### config.mk
export PLATFORM = sky130hd
export DESIGN_NAME = hazard_ctrl_flat
export DESIGN_NICKNAME = d
export VERILOG_FILES = /design/src/rtl/pipe_pkg.sv /design/src/rtl/hazard_ctrl_if.sv /design/src/rtl/sat_counter.sv /design/src/rtl/hazard_ctrl.sv /design/src/flat_wrapper.sv
export SDC_FILE = /design/constraint.sdc
export NUM_CORES = 1
export LEC_CHECK = 0
export CAP_MARGIN = 20
export CORE_MARGIN = 4
export CORE_UTILIZATION = 35
export DETAILED_ROUTE_END_ITERATION = 10
export MAX_ROUTING_LAYER = met4
export PLACE_DENSITY_LB_ADDON = 0.08
export SLEW_MARGIN = 20
export SYNTH_ARGS = -nofsm -noshare
export SYNTH_HDL_FRONTEND = slang
export SYNTH_SLANG_ARGS = --single-unit
### constraint.sdc
create_clock -name clk_i -period 2.9 [get_ports clk_i]
set_input_delay 0.29 -clock clk_i [delete_from_list [all_inputs] [get_ports clk_i]]
set_output_delay 0.29 -clock clk_i [all_outputs]
set_load 0.05 [all_outputs]
### src/rtl/pipe_pkg.sv
// Shared pipeline definitions: hazard FSM encoding, RISC-V opcode constants
// used by the main decoder, and the load-use hazard rule.
package pipe_pkg;

  localparam int REG_ADDR_W  = 5;
  localparam int STALL_CNT_W = 16;

  typedef enum logic [1:0] {
    RUN     = 2'd0,
    LDSTALL = 2'd1,
    MEMWAIT = 2'd2,
    ERROR   = 2'd3
  } hz_state_e;

  typedef enum logic [6:0] {
    OPC_LOAD   = 7'b0000011,
    OPC_STORE  = 7'b0100011,
    OPC_BRANCH = 7'b1100011,
    OPC_JAL    = 7'b1101111,
    OPC_JALR   = 7'b1100111,
    OPC_OP     = 7'b0110011,
    OPC_OPIMM  = 7'b0010011,
    OPC_LUI    = 7'b0110111,
    OPC_AUIPC  = 7'b0010111
  } opcode_e;

  // A load in EX feeds a source of the instruction in ID; x0 never hazards.
  function automatic logic load_use_hazard(
    input logic                  mem_read,
    input logic [REG_ADDR_W-1:0] rd,
    input logic [REG_ADDR_W-1:0] rs1,
    input logic [REG_ADDR_W-1:0] rs2
  );
    return mem_read && (rd != '0) && ((rd == rs1) || (rd == rs2));
  endfunction

endpackage

### src/rtl/hazard_ctrl_if.sv
// Signal bundle between the pipeline and the hazard controller.
// master = pipeline side, slave = hazard controller.
interface hazard_ctrl_if;
  import pipe_pkg::*;

  logic                   IDEX_MemRead_i;
  logic [REG_ADDR_W-1:0]  IDEX_Rd_i;
  logic [REG_ADDR_W-1:0]  IFID_Rs1_i;
  logic [REG_ADDR_W-1:0]  IFID_Rs2_i;
  logic                   Branch_taken_i;
  logic                   dmem_req_i;
  logic                   dmem_ack_i;

  logic                   PCWrite_o;
  logic                   IFIDWrite_o;
  logic                   IDEX_Bubble_o;
  logic                   IFID_Flush_o;
  logic                   Pipe_Hold_o;
  logic [STALL_CNT_W-1:0] stall_cnt_o;
  logic                   timeout_o;
  logic [1:0]             state_o;

  modport master (
    output IDEX_MemRead_i, IDEX_Rd_i, IFID_Rs1_i, IFID_Rs2_i,
           Branch_taken_i, dmem_req_i, dmem_ack_i,
    input  PCWrite_o, IFIDWrite_o, IDEX_Bubble_o, IFID_Flush_o,
           Pipe_Hold_o, stall_cnt_o, timeout_o, state_o
  );

  modport slave (
    input  IDEX_MemRead_i, IDEX_Rd_i, IFID_Rs1_i, IFID_Rs2_i,
           Branch_taken_i, dmem_req_i, dmem_ack_i,
    output PCWrite_o, IFIDWrite_o, IDEX_Bubble_o, IFID_Flush_o,
           Pipe_Hold_o, stall_cnt_o, timeout_o, state_o
  );
endinterface

### src/rtl/sat_counter.sv
// Up-counter that sticks at all-ones instead of wrapping.
module sat_counter #(
  parameter int DATA_W = 16
) (
  input  logic              clk_i,
  input  logic              rst_i,
  input  logic              inc,
  output logic [DATA_W-1:0] count
);

  // Count enabled cycles, holding at the maximum value.
  always_ff @(posedge clk_i or negedge rst_i) begin
    if (!rst_i) begin
      count <= '0;
    end else if (inc && (count != '1)) begin
      count <= count + DATA_W'(1);
    end
  end

endmodule

### src/rtl/hazard_ctrl.sv
// Pipeline hazard controller: load-use stall, branch flush, data-memory
// wait with timeout into a sticky error state, and a stalled-cycle counter.
module hazard_ctrl
  import pipe_pkg::*;
#(
  parameter int MEM_TIMEOUT = 16
) (
  input  logic         clk_i,
  input  logic         rst_i,
  hazard_ctrl_if.slave hz
);

  localparam int              WAIT_W     = $clog2(MEM_TIMEOUT) + 1;
  localparam logic [WAIT_W-1:0] WAIT_LIMIT = WAIT_W'(MEM_TIMEOUT);

  hz_state_e          state_q, state_d;
  logic [WAIT_W-1:0]  wait_q, wait_d;
  logic               timeout_q, timeout_d;

  logic mem_wait;
  logic load_use;
  logic pc_write, ifid_write, bubble, flush, hold;
  logic stall_inc;

  assign mem_wait = hz.dmem_req_i && !hz.dmem_ack_i;
  assign load_use = load_use_hazard(hz.IDEX_MemRead_i, hz.IDEX_Rd_i,
                                    hz.IFID_Rs1_i, hz.IFID_Rs2_i);

  // FSM state, wait counter and sticky timeout flag.
  always_ff @(posedge clk_i or negedge rst_i) begin
    if (!rst_i) begin
      state_q   <= RUN;
      wait_q    <= '0;
      timeout_q <= 1'b0;
    end else begin
      state_q   <= state_d;
      wait_q    <= wait_d;
      timeout_q <= timeout_d;
    end
  end

  // Next-state and control-output decode; reset forces no-stall outputs.
  always_comb begin
    state_d    = state_q;
    wait_d     = wait_q;
    timeout_d  = timeout_q;
    pc_write   = 1'b1;
    ifid_write = 1'b1;
    bubble     = 1'b0;
    flush      = 1'b0;
    hold       = 1'b0;

    case (state_q)
      RUN: begin
        if (mem_wait) begin
          pc_write   = 1'b0;
          ifid_write = 1'b0;
          hold       = 1'b1;
          wait_d     = '0;
          state_d    = MEMWAIT;
        end else if (load_use) begin
          pc_write   = 1'b0;
          ifid_write = 1'b0;
          bubble     = 1'b1;
          state_d    = LDSTALL;
        end else if (hz.Branch_taken_i) begin
          flush      = 1'b1;
        end
      end
      // The bubble is already in EX, so load-use is not re-evaluated here.
      LDSTALL: begin
        if (mem_wait) begin
          pc_write   = 1'b0;
          ifid_write = 1'b0;
          hold       = 1'b1;
          wait_d     = '0;
          state_d    = MEMWAIT;
        end else begin
          state_d    = RUN;
        end
      end
      // Leave as soon as the ack shows up; its cycle already runs unstalled.
      MEMWAIT: begin
        if (hz.dmem_ack_i) begin
          state_d    = RUN;
        end else begin
          pc_write   = 1'b0;
          ifid_write = 1'b0;
          hold       = 1'b1;
          wait_d     = wait_q + WAIT_W'(1);
          if (wait_d == WAIT_LIMIT) begin
            state_d   = ERROR;
            timeout_d = 1'b1;
          end
        end
      end
      ERROR: begin
        pc_write   = 1'b0;
        ifid_write = 1'b0;
        hold       = 1'b1;
        bubble     = 1'b1;
      end
      default: begin
        state_d    = RUN;
      end
    endcase

    if (!rst_i) begin
      pc_write   = 1'b1;
      ifid_write = 1'b1;
      bubble     = 1'b0;
      flush      = 1'b0;
      hold       = 1'b0;
    end
  end

  assign stall_inc = ~pc_write;

  sat_counter #(
    .DATA_W(STALL_CNT_W)
  ) u_stall_cnt (
    .clk_i (clk_i),
    .rst_i (rst_i),
    .inc   (stall_inc),
    .count (hz.stall_cnt_o)
  );

  assign hz.PCWrite_o     = pc_write;
  assign hz.IFIDWrite_o   = ifid_write;
  assign hz.IDEX_Bubble_o = bubble;
  assign hz.IFID_Flush_o  = flush;
  assign hz.Pipe_Hold_o   = hold;
  assign hz.timeout_o     = timeout_q;
  assign hz.state_o       = state_q;

endmodule

### src/flat_wrapper.sv
// flat-port wrapper written by rule: the top's interface ports become plain ports
module hazard_ctrl_flat import pipe_pkg::*;
#(
  parameter int MEM_TIMEOUT = 16
)
  (clk_i, rst_i, hz_IDEX_MemRead_i, hz_IDEX_Rd_i, hz_IFID_Rs1_i, hz_IFID_Rs2_i, hz_Branch_taken_i, hz_dmem_req_i, hz_dmem_ack_i, hz_PCWrite_o, hz_IFIDWrite_o, hz_IDEX_Bubble_o, hz_IFID_Flush_o, hz_Pipe_Hold_o, hz_stall_cnt_o, hz_timeout_o, hz_state_o);
  hazard_ctrl_if hz_i ();
  input  logic clk_i;
  input  logic rst_i;
  input wire logic [$bits(hz_i.IDEX_MemRead_i)-1:0] hz_IDEX_MemRead_i;
  input wire logic [$bits(hz_i.IDEX_Rd_i)-1:0] hz_IDEX_Rd_i;
  input wire logic [$bits(hz_i.IFID_Rs1_i)-1:0] hz_IFID_Rs1_i;
  input wire logic [$bits(hz_i.IFID_Rs2_i)-1:0] hz_IFID_Rs2_i;
  input wire logic [$bits(hz_i.Branch_taken_i)-1:0] hz_Branch_taken_i;
  input wire logic [$bits(hz_i.dmem_req_i)-1:0] hz_dmem_req_i;
  input wire logic [$bits(hz_i.dmem_ack_i)-1:0] hz_dmem_ack_i;
  output wire logic [$bits(hz_i.PCWrite_o)-1:0] hz_PCWrite_o;
  output wire logic [$bits(hz_i.IFIDWrite_o)-1:0] hz_IFIDWrite_o;
  output wire logic [$bits(hz_i.IDEX_Bubble_o)-1:0] hz_IDEX_Bubble_o;
  output wire logic [$bits(hz_i.IFID_Flush_o)-1:0] hz_IFID_Flush_o;
  output wire logic [$bits(hz_i.Pipe_Hold_o)-1:0] hz_Pipe_Hold_o;
  output wire logic [$bits(hz_i.stall_cnt_o)-1:0] hz_stall_cnt_o;
  output wire logic [$bits(hz_i.timeout_o)-1:0] hz_timeout_o;
  output wire logic [$bits(hz_i.state_o)-1:0] hz_state_o;
  assign hz_i.IDEX_MemRead_i = hz_IDEX_MemRead_i;
  assign hz_i.IDEX_Rd_i = hz_IDEX_Rd_i;
  assign hz_i.IFID_Rs1_i = hz_IFID_Rs1_i;
  assign hz_i.IFID_Rs2_i = hz_IFID_Rs2_i;
  assign hz_i.Branch_taken_i = hz_Branch_taken_i;
  assign hz_i.dmem_req_i = hz_dmem_req_i;
  assign hz_i.dmem_ack_i = hz_dmem_ack_i;
  assign hz_PCWrite_o = hz_i.PCWrite_o;
  assign hz_IFIDWrite_o = hz_i.IFIDWrite_o;
  assign hz_IDEX_Bubble_o = hz_i.IDEX_Bubble_o;
  assign hz_IFID_Flush_o = hz_i.IFID_Flush_o;
  assign hz_Pipe_Hold_o = hz_i.Pipe_Hold_o;
  assign hz_stall_cnt_o = hz_i.stall_cnt_o;
  assign hz_timeout_o = hz_i.timeout_o;
  assign hz_state_o = hz_i.state_o;
  hazard_ctrl #(.MEM_TIMEOUT(MEM_TIMEOUT)) u_core (.clk_i(clk_i), .rst_i(rst_i), .hz(hz_i));
endmodule
==> impl_metrics.toml <==
[run_status]
status = "complete, no violations"

[yosys]
syn_inst = 162
synthArstFlopShare_pct = 100
seq_area_frac_synth_pct = 38.4
synth.area.mux_share_pct = 6.55
synth_compound_area_share_pct = 14.5
yosysWarnings = 0
synthDistinctLibCells = 40
synth_flop_cell = "dfrtp_1"
synth_top_family_by_area = "simple AND/OR/NAND/NOR gates"
synth_nets = 189
ys_ff_latch = 24
synthAdderAreaFrac_pct = 4.80
syn_area_mm2 = 0.00157
synth.avg_cell_area_um2 = 9.66
synthTopCellsByArea = "dfrtp_1, xor2_1, xnor2_1, ha_1, nand2_1"
yosysTopAreaCell = "dfrtp_1"
yosys.area_share.simple_pct = 21.2
synth_edf_count = 0
netlist.area_leader.share_pct = 38.4
synth_xor_area_share_pct = 11.8

[timing]
layout_worst_path_cycle_share_pct = 87.2
fmax_mhz = 395
setup_viol = 0
tns_ns = 0
tightest_slew_ns = 0.517
hold_viol = 0
rsz0062_at_grt = "no"
drv_slew = 0
skew_ns = 0.00735
max_slew_margin_pct = 65.4
min_period_ns = 2.53

[clock_network]
root_buffer = "clkbuf_8"
cts_tree = "yes"
cts_resized = 0
cts_buffers = 3
cts.sinks = 24
clkLatencyLatePin_ns = 0.27
cts_max_level = 1
path_clk_slew_ns = 0.09
holdBufCountCts = 0
clockBufferDepth = 2
postCtsSetupRepairBufs = 0

[cells_and_area]
multiInputGateArea_um2 = 920
finalInstanceArea_mm2 = 0.00215
layout_common_cells = "clkdlybuf4s50_1, dfrtp_1, nand2_1, xor2_1, nor2_1"
final_nets = 236
num_antenna_cells = 0
area_growth_pct = 37.5
fillerInstances = 403
drive_above_1_share_pct = 9.13
seqCellArea_um2 = 601
stdcell_count = 260
final_common_cell = "clkdlybuf4s50_1"

[pwr]
power_switching_mw = 0.730
power.internal_mw = 0.907
p_seq_share_pct = 29.5
power_leakage_nw = 0.887
irDropWorstVdd_mv = 0.428
pwr-share-comb_pct = 52.4
switching_share_pct = 44.6
p_per_area_mw_per_mm2 = 761
pwr-share-clk_pct = 18.1

[placed_design]
hpwl_um = 2830
gp_congestion = 0.804
dp.cells = 256
io_buffers = 44
dpl-instance-area_mm2 = 0.00208

[floorplanning]
boundaryPins = 45
die_w_um = 74.9
die_area_mm2 = 0.00561
initial_core_util_pct = 35.9
core_mm2 = 0.00435
std_cell_rows = 24
die_y_um = 74.9

[drt]
num_vias = 1333
wl_um = 3670
first_pass_iters = 4
drc = 0
wire_per_inst_um = 14.1
vias_per_cell = 5.13
drtAntennaViolNets = 0
first_iter_violations = 70

[worst_setup_path]
cp_top_family = "simple AND/OR/NAND/NOR gates"
required_ns = 2.61
crit_fanout = 4
critPathKind = "in2out"
worstPathArrival_ns = 2.24
cp-end-kind = "output pin"
critPathMaxStageDelay_ns = 0.47
critPathLaunchType = "input pin"
cp_num_buf_inv = 2
crit_chain = "clkdlybuf4s50_1, xor2_1, nor3_1, a22oi_2, nor2b_1, a21oi_1, nor3b_1, buf_12"
slowest_stage = "clkdlybuf4s50_1"

[grt]
grt_pass1_wl_um = 6220
grt.total_usage_pct = 14.6
grt-ovfl-total = 0
grt_max_degree = 28
antenna_found_initial = 0
first_global_vias = 1315

[worst_hold_path]
hold_path_class = "reg2reg"

[flow_run]
drv_cap = 0
[flip-flops by register name (all words and copies together) (netlist names)]
signal / flops
u_core.hz.state_o: 2
u_core.hz.timeout_o: 1
u_core.u_stall_cnt.count: 16
u_core.wait_q: 5
[cells by family after synthesis]
family                     after synthesis
and+or+nand+nor                         66
AOI/OAI and AO/OA                       27
DFF                                     24
xor gates and xnor gates                21
buffers and inverters                    9
muxes                                    9
adders and majority gates                6
[layer usage]
metal,up-vias,part of all wire [%],track usage [%]
li1,660,-,-
met2,34,48,22.3
met4,0,0.52,3.36
met5,-,0,-
met3,2,4.1,2.40
met1,637,47,20.2
[power groups by stage]
| stage | clock network (mW) | registers (mW) | logic, mW |
|---|---|---|---|
| after floorplan | 0 | 0.651 | 0.438 |
| after global placement | 0 | 0.485 | 0.852 |
| after detailed placement | 0 | 0.489 | 0.861 |
| after CTS | 0.304 | 0.483 | 0.863 |
| after global routing | 0.322 | 0.496 | 0.921 |
| final | 0.297 | 0.483 | 0.857 |
[synthesized netlist by cell type (all sizes together), types with 3 or more instances]
library cell	number
dfrtp	24
nand2	17
nor2	11
xor2	11
nand3	10
xnor2	10
a21oi	7
mux2	7
ha	6
inv	6
nand4	6
nor3	5
o21ai	5
and3	4
a21o	3
a22o	3
nand2b	3
[final timing paths]
check,start,endpoint,slack [ns],cells past startpoint
worst max-delay path,hz_IDEX_Rd_i[3],hz_IDEX_Bubble_o,0.37,8
worst min-delay path,u_core.hz.timeout_o,u_core.hz.timeout_o,0.47,1
worst max register to register,u_core.hz.state_o[0],u_core.u_stall_cnt.count[3],0.56,8
worst min register to register,u_core.hz.timeout_o,u_core.hz.timeout_o,0.47,1
max in group asynchronous,rst_i,u_core.u_stall_cnt.count[8],2.12,2
min in group asynchronous,rst_i,u_core.u_stall_cnt.count[6],0.53,2
[through the flow]
step	hold WS, ns	total power [mW]	setup slack, ns	util [%]
2_1_floorplan	-0.00559	1.09	0.113	-
3_3_place_gp	0.446	1.34	0.426	47.8
3_5_place_dp	0.453	1.35	0.375	47.8
4_1_cts	0.478	1.65	0.368	49.4
5_1_grt	0.494	1.74	0.214	49.4
6_report	0.474	1.64	0.371	49.4
[layout make-up]
cell class                 instances  area share, %
multi-input combinational        129           42.7
sequential                        24           27.9
timing repair buffer              45           22.0
tap                               52           3.02
clock buffer                       3           1.92
clock inverter                     1           1.40
inverter                           6           1.05
Note: power is estimated with default switching activity, not from simulation.
